==> config.mk <==
export PLATFORM = sky130hd
export DESIGN_NAME = id_grf_scoreboard_flat
export DESIGN_NICKNAME = d
export VERILOG_FILES = /design/src/rtl/id_grf_scoreboard_if.sv /design/src/rtl/id_grf_scoreboard.sv /design/src/flat_wrapper.sv
export SDC_FILE = /design/constraint.sdc
export NUM_CORES = 2
export LEC_CHECK = 0
export CORE_MARGIN = 3
export CORE_UTILIZATION = 63
export DETAILED_ROUTE_END_ITERATION = 6
export PLACE_DENSITY = 0.92
export SLEW_MARGIN = 15
export SYNTH_ARGS = -nofsm -noshare
export SYNTH_HDL_FRONTEND = slang
export SYNTH_SLANG_ARGS = --single-unit
==> constraint.sdc <==
create_clock -name clk -period 2.85 [get_ports clk]
set_input_delay 0.4275 -clock clk [delete_from_list [all_inputs] [get_ports clk]]
set_output_delay 0.4275 -clock clk [all_outputs]
set_load 0.1 [all_outputs]
==> src/rtl/id_grf_scoreboard_if.sv <==
`default_nettype none
// ============================================================================
// Module   : id_grf_scoreboard_if
// Purpose  : Read, issue, writeback and flush signals between the ID stage
//            and the register file / pending-write scoreboard.
// Revision : 1.0 - initial release
// ============================================================================
interface id_grf_scoreboard_if #(
  parameter int DATA_W = 32,
  parameter int AW     = 5,
  parameter int NUM_RD = 2
);
  logic [NUM_RD*AW-1:0]     rd_addr;
  logic [NUM_RD*DATA_W-1:0] rd_data;
  logic [NUM_RD-1:0]        rd_busy;
  logic                     iss_en;
  logic [AW-1:0]            iss_a3;
  logic                     wb_en;
  logic [AW-1:0]            wb_a3;
  logic [DATA_W-1:0]        wb_wd;
  logic [31:0]              wb_pc;
  logic                     flush;
  logic                     sb_err;

  modport master (
    output rd_addr, iss_en, iss_a3, wb_en, wb_a3, wb_wd, wb_pc, flush,
    input  rd_data, rd_busy, sb_err
  );

  modport slave (
    input  rd_addr, iss_en, iss_a3, wb_en, wb_a3, wb_wd, wb_pc, flush,
    output rd_data, rd_busy, sb_err
  );
endinterface
`default_nettype wire

==> src/rtl/id_grf_scoreboard.sv <==
`default_nettype none
// ============================================================================
// Module   : id_grf_scoreboard
// Purpose  : GRF with NUM_RD bypassed read ports and per-register saturating
//            pending-write counters. Define GRF_TRACE_EN for a commit trace.
// Revision : 1.0 - initial release
// ============================================================================
module id_grf_scoreboard #(
  parameter int DATA_W = 32,
  parameter int AW     = 5,
  parameter int NUM_RD = 2,
  parameter int CNT_W  = 2
) (
  input  wire logic          clk,
  input  wire logic          reset,
  id_grf_scoreboard_if.slave bus
);
  localparam int              NUM_REGS  = 2**AW;
  localparam logic [CNT_W-1:0] C_CNT_MAX = {CNT_W{1'b1}};

  logic [DATA_W-1:0] regs_q [NUM_REGS];
  logic [DATA_W-1:0] regs_d [NUM_REGS];
  logic [CNT_W-1:0]  cnt_q  [NUM_REGS];
  logic [CNT_W-1:0]  cnt_d  [NUM_REGS];
  logic              sb_err_q;
  logic              sb_err_d;

  logic [NUM_REGS-1:0]      w_inc;
  logic [NUM_REGS-1:0]      w_dec;
  logic                     w_wb_commit;
  logic [NUM_RD*DATA_W-1:0] w_rd_data;
  logic [NUM_RD-1:0]        w_rd_busy;
  logic [AW-1:0]            w_addr;
  logic [CNT_W-1:0]         w_cnt;
  logic                     w_ret;

  assign w_wb_commit = bus.wb_en && (bus.wb_a3 != '0);

  always_comb begin
    w_inc = '0;
    w_dec = '0;
    if (bus.iss_en && !bus.flush && (bus.iss_a3 != '0)) begin
      w_inc[bus.iss_a3] = 1'b1;
    end
    if (w_wb_commit) begin
      w_dec[bus.wb_a3] = 1'b1;
    end
  end

  always_comb begin
    regs_d = regs_q;
    if (w_wb_commit) begin
      regs_d[bus.wb_a3] = bus.wb_wd;
    end
  end

  // Errors are still detected on a flush cycle; the flush then wipes all counts.
  always_comb begin
    cnt_d    = cnt_q;
    sb_err_d = sb_err_q;
    for (int r = 1; r < NUM_REGS; r++) begin
      if (w_inc[r] && !w_dec[r]) begin
        if (cnt_q[r] == C_CNT_MAX) sb_err_d = 1'b1;
        else                       cnt_d[r] = cnt_q[r] + CNT_W'(1);
      end else if (w_dec[r] && !w_inc[r]) begin
        if (cnt_q[r] == '0) sb_err_d = 1'b1;
        else                cnt_d[r] = cnt_q[r] - CNT_W'(1);
      end
    end
    if (bus.flush) begin
      for (int r = 0; r < NUM_REGS; r++) cnt_d[r] = '0;
    end
  end

  always_ff @(posedge clk or negedge reset) begin
    if (!reset) begin
      for (int r = 0; r < NUM_REGS; r++) begin
        regs_q[r] <= '0;
        cnt_q[r]  <= '0;
      end
      sb_err_q <= 1'b0;
    end else begin
      regs_q   <= regs_d;
      cnt_q    <= cnt_d;
      sb_err_q <= sb_err_d;
    end
  end

  // Reads are forced to zero while reset is held so a live WB cannot leak through.
  always_comb begin
    w_rd_data = '0;
    w_rd_busy = '0;
    w_addr    = '0;
    w_cnt     = '0;
    w_ret     = 1'b0;
    for (int i = 0; i < NUM_RD; i++) begin
      w_addr = bus.rd_addr[i*AW +: AW];
      w_cnt  = cnt_q[w_addr];
      w_ret  = bus.wb_en && (bus.wb_a3 == w_addr) && (w_cnt != '0);
      if (reset && (w_addr != '0)) begin
        w_rd_busy[i] = ((w_cnt - CNT_W'(w_ret)) != '0);
        w_rd_data[i*DATA_W +: DATA_W] =
          (bus.wb_en && (bus.wb_a3 == w_addr)) ? bus.wb_wd : regs_q[w_addr];
      end
    end
  end

  assign bus.rd_data = w_rd_data;
  assign bus.rd_busy = w_rd_busy;
  assign bus.sb_err  = sb_err_q;

`ifdef GRF_TRACE_EN
  always_ff @(posedge clk) begin
    if (reset && w_wb_commit) begin
      $display("@%h: $%d <= %h", bus.wb_pc, bus.wb_a3, bus.wb_wd);
    end
  end
`else
  logic unused_wb_pc;
  assign unused_wb_pc = ^bus.wb_pc;
`endif

endmodule
`default_nettype wire

==> src/flat_wrapper.sv <==
// flat-port wrapper written by rule: the top's interface ports become plain ports
module id_grf_scoreboard_flat 
#(
  parameter int DATA_W = 32,
  parameter int AW     = 5,
  parameter int NUM_RD = 2,
  parameter int CNT_W  = 2
)
  (clk, reset, bus_rd_addr, bus_iss_en, bus_iss_a3, bus_wb_en, bus_wb_a3, bus_wb_wd, bus_wb_pc, bus_flush, bus_rd_data, bus_rd_busy, bus_sb_err);
  id_grf_scoreboard_if #(.DATA_W(DATA_W), .AW(AW), .NUM_RD(NUM_RD)) bus_i ();
  input  wire logic clk;
  input  wire logic reset;
  input wire logic [$bits(bus_i.rd_addr)-1:0] bus_rd_addr;
  input wire logic [$bits(bus_i.iss_en)-1:0] bus_iss_en;
  input wire logic [$bits(bus_i.iss_a3)-1:0] bus_iss_a3;
  input wire logic [$bits(bus_i.wb_en)-1:0] bus_wb_en;
  input wire logic [$bits(bus_i.wb_a3)-1:0] bus_wb_a3;
  input wire logic [$bits(bus_i.wb_wd)-1:0] bus_wb_wd;
  input wire logic [$bits(bus_i.wb_pc)-1:0] bus_wb_pc;
  input wire logic [$bits(bus_i.flush)-1:0] bus_flush;
  output wire logic [$bits(bus_i.rd_data)-1:0] bus_rd_data;
  output wire logic [$bits(bus_i.rd_busy)-1:0] bus_rd_busy;
  output wire logic [$bits(bus_i.sb_err)-1:0] bus_sb_err;
  assign bus_i.rd_addr = bus_rd_addr;
  assign bus_i.iss_en = bus_iss_en;
  assign bus_i.iss_a3 = bus_iss_a3;
  assign bus_i.wb_en = bus_wb_en;
  assign bus_i.wb_a3 = bus_wb_a3;
  assign bus_i.wb_wd = bus_wb_wd;
  assign bus_i.wb_pc = bus_wb_pc;
  assign bus_i.flush = bus_flush;
  assign bus_rd_data = bus_i.rd_data;
  assign bus_rd_busy = bus_i.rd_busy;
  assign bus_sb_err = bus_i.sb_err;
  id_grf_scoreboard #(.DATA_W(DATA_W), .AW(AW), .NUM_RD(NUM_RD), .CNT_W(CNT_W)) u_core (.clk(clk), .reset(reset), .bus(bus_i));
endmodule
==> flow_summary.toml, run 1 <==
[synth]
synth_top_area_share = 0.447
muxShareOfSynthArea = 0.323
synth_compound_area_frac = 0.0645
syn_area_per_cell_um2 = 11.1
synth_top_family_by_area = "multiplexers"
synth_fp_nets = 5589
synth-simple-area-share = 0.127
synth_area_leaders = "dfrtp_1 (45%), mux4_2 (16%), mux2_2 (13%)"
ys.flop_type = "dfrtp_1"
ys_types = 65
synth_edf_count = 0
synth_async_sr_flop_share = 1.00
syn_inst = 5500
synthXorXnorAreaFrac = 0.00144
synth.most_common_cell = "nand2_1"
yosys-top-cells-count = "nand2_1 (1529), dfrtp_1 (1087), mux2_2 (675)"
netlist_area_um2 = 60800
synth_adder_area_share = 0
ys_warn_count = 0
synth_top_cell_by_area = "dfrtp_1"
ys_ff_latch = 1087
ys_seq_area_frac = 0.447

[floorplanning]
start_util = 0.638
die_y_um = 317
die_w_um = 317
io_pins = 156
num_rows = 113

[placement]
portBuffers = 123
place_congestion = 1.01
hpwl_um = 142000

[run_status]
outcome = "aborted with a tool error"
failing_step = "global routing"
tool.error = "[ERROR GRT-0232] Routing congestion too high. Check the congestion heatmap in the GUI."

[clocking]
cts_buffers = 109
cts.sinks = 1087
clockRootBuffer = "clkbuf_16"
cts_buffer_depth = 3
cts_htree_levels = 3

[grt]
grtUsageTotal = 0.845
grt_max_degree = 190
grt_overflow = 766
-- through the flow --
step / instance area [µm²] / hold WS (ps) / cells / setup slack (ps) / TNS [ps]
after floorplan: 61900 / 132 / 5500 / -39.7 / -447
after detailed placement: 68000 / 386 / 6842 / -266 / -11370
after global placement: 68000 / 380 / 6842 / -248 / -8590
after CTS: 74100 / 339 / 7153 / -347 / -11100
-- layer usage --
layer / track usage / overflow
met1: 0.811 / 103
met2: 0.922 / 285
met3: 0.821 / 110
met4: 0.815 / 234
met5: 0.755 / 34
-- what timing repair did --
item,CTS
endpoints found under the setup margin,66
endpoints found under the hold margin,121
gates resized for setup,395
hold buffers,1
buffers inserted,115
pin swaps,116
cloned,5
-- cells by family after synthesis --
group | count (synthesis)
DFF | 1087
muxes | 1324
buffers and inverters | 533
and+or+nand+nor | 1917
AOI/OAI and AO/OA | 629
xor gates and xnor gates | 10
==> run 2: changes to the inputs <==
Settings changed: CORE_UTILIZATION 63 to 40, PLACE_DENSITY 0.92 to default, PLACE_DENSITY_LB_ADDON from default to 0.15.
==> flow_summary.toml, run 2 <==
[synth]
synth_async_sr_flop_share = 1.00
ys_types = 65
netlist_area_um2 = 60800
ys_ff_latch = 1087
synth_top_area_share = 0.447
synth_edf_count = 0
ys.flop_type = "dfrtp_1"
synth.most_common_cell = "nand2_1"
syn_inst = 5500
synth_fp_nets = 5589
synth_area_leaders = "dfrtp_1 (45%), mux4_2 (16%), mux2_2 (13%)"
syn_area_per_cell_um2 = 11.1
ys_seq_area_frac = 0.447
synth_top_cell_by_area = "dfrtp_1"
ys_warn_count = 0
yosys-top-cells-count = "nand2_1 (1529), dfrtp_1 (1087), mux2_2 (675)"

[layout]
area_delta_synth_final_pct = 26.4
mostFrequentLayoutCell = "nand2_1"
nets = 6012
largest_reg_flops = 1024
final_area_um2 = 76800
regMostFlops = "u_core.regs_q"
diodes = 0
final_util = 0.510
mostFrequentLayoutCells = "nand2_1 (1466), dfrtp_1 (1069), mux2_2 (666)"
drive_gt1_frac = 0.406

[grt]
grt_pass1_vias = 48000
gr-max-usage-layer = "met2"
grt_use_met1 = 0.395
grt_use_met2 = 0.448
grt_util_met3 = 0.0535
grtUsageTotal = 0.285
grt_max_degree = 155
grt_pass1_wl_um = 331000
antenna_found_initial = 0
grt_overflow = 0

[power_and_ir_drop]
leakage_uw = 0.0350
powerDensity_nw_per_um2 = 645
vdd_drop_max_mv = 0.679

[floorplanning]
core_area_um2 = 150000
die_w_um = 396
num_rows = 142
dieArea_um2 = 157000
die_y_um = 396
start_util = 0.404
io_pins = 156

[worst_setup_path]
regToRegStartpoint = "u_core.cnt_q[15]$_DFFE_PN0P_"
cp-start-kind = "register"
crit_type = "register to primary output"
cp-startpoint = "u_core.cnt_q[29]$_DFFE_PN0P_"
crit_path_end_kind = "primary output"
cp_max_fo = 2
reg2reg_slack_ps = 800
critPathRequiredTime_ps = 2420
cp.arrival_ps = 2800
cp-endpoint = "bus_rd_busy[1]"
reg2regPathDepth = 6
timing.rr.end = "u_core.bus.sb_err$_DFF_PN0_"

[clocking]
cts_htree_levels = 4
clockRootBuffer = "clkbuf_16"
cts_buffers = 132
clk_latency_ps = 790
cts.sinks = 1087
path_clk_slew_ps = 70
cts_tree = "done"
cts_buffer_depth = 3

[drt]
drt_iter0_drc = 4453
first_pass_iters = 6
drt-wirelength-per-cell_um = 28.0
routed_wl_um = 225000
viasPerCell = 5.98
drc = 0
drtAntennaViolNets = 0
vias = 48100

[run]
cap_violations = 0

[timing]
layout_min_cycle_time_ps = 3230
period_share = 1.13
clock.fmax_mhz = 310
setup_viol = 64
finalHoldViolCount = 0
worst_slew_pin_slew_ps = 1090
rsz0062_at_grt = "yes"
fin_setup_tns_ps = -12080
slew_headroom = 0.267
fin_worst_skew_ps = 24.3
drv_slew = 0
worst_slack_ps = -376

[placement]
portBuffers = 123
hpwl_um = 142000
placed_area_um2 = 70000
place_congestion = 0.948

[run_status]
violations = "negative setup slack"
outcome = "complete, but fails checks"

[min_path]
min_path_type = "input port to register"
## run 2: cell counts after synthesis
No cell type changed its count.
## run 2: metrics by stage
step                hold slack (ps)  std cells  total power [µW]  setup WS [ps]
finish                          190       8045             49500           -376
floorplan                       132       5500             27300          -39.7
detailed placement              386       7668             31100           -519
global placement                381       7668             30800           -576
global route                    197       8045             51600           -456
CTS                             140       8024             49500           -413
## run 2: what timing repair did
action,CTS,global route
buffers inserted,126,26
endpoints found under the setup margin,66,66
pin swaps,111,76
gates resized for setup,235,130
hold buffers,1,0
gates cloned,5,0
endpoints found under the hold margin,220,0
## run 2: kinds of logic (layout without fill, tap and decap cells)
group                  Yosys count  in the layout  synth area share
AND/OR/NAND/NOR               1917           1917             0.127
multiplexers                  1324           1324             0.323
buffers and inverters          533           1062            0.0366
AO/OA/AOI/OAI                  629            629            0.0645
XOR/XNOR                        10             10           0.00144
flip-flops                    1087           1087             0.447
## run 2: how the worst min path moves through the flow
| stage | start | to | depth (start not counted) |
|---|---|---|---|
| floorplan | reset | u_core.bus.sb_err$_DFF_PN0_ | 0 |
| global placement | u_core.regs_q[1005]$_DFFE_PN0P_ | u_core.regs_q[1005]$_DFFE_PN0P_ | 0 |
| detailed placement | u_core.regs_q[1014]$_DFFE_PN0P_ | u_core.regs_q[1014]$_DFFE_PN0P_ | 0 |
| CTS | bus_flush | u_core.cnt_q[38]$_DFFE_PN0P_ | 3 |
| global route | bus_flush | u_core.cnt_q[56]$_DFFE_PN0P_ | 3 |
| finish | bus_flush | u_core.cnt_q[38]$_DFFE_PN0P_ | 3 |
## run 2: final cells by class
cell class	count	area [µm²]
Tap cell	2016	2520
Clock inverter	47	626
Fill cell	13200	73700
Clock buffer	193	3930
Sequential cell	1087	27200
Multi-Input combinational cell	3880	33200
Inverter	8	30.0
Timing Repair Buffer	814	9290
## run 2: critical path, cell delays in order, from the launching register on
cell,delay (ps)
dfrtp_2,420
mux4_2,530
mux2i_2,220
buf_4,150
nand2_1,40
o21ai_1,120
a31oi_1,50
nor2_1,120
buf_4,140
nor3_4,50
buf_12,160
## run 2: routing by layer
metal | wire [µm] | vias up
met3 | 16400 | 427
li1 | - | 20600
met5 | 0 | -
met4 | 8500 | 0
met2 | 104000 | 1950
met1 | 95800 | 25100
## run 2: report_power, final
part	internal, µW	switching [µW]
registers	18100	1960
clock network	10400	7270
logic	6290	5500
total	34800	14700
(Power assumes the default switching activity.)
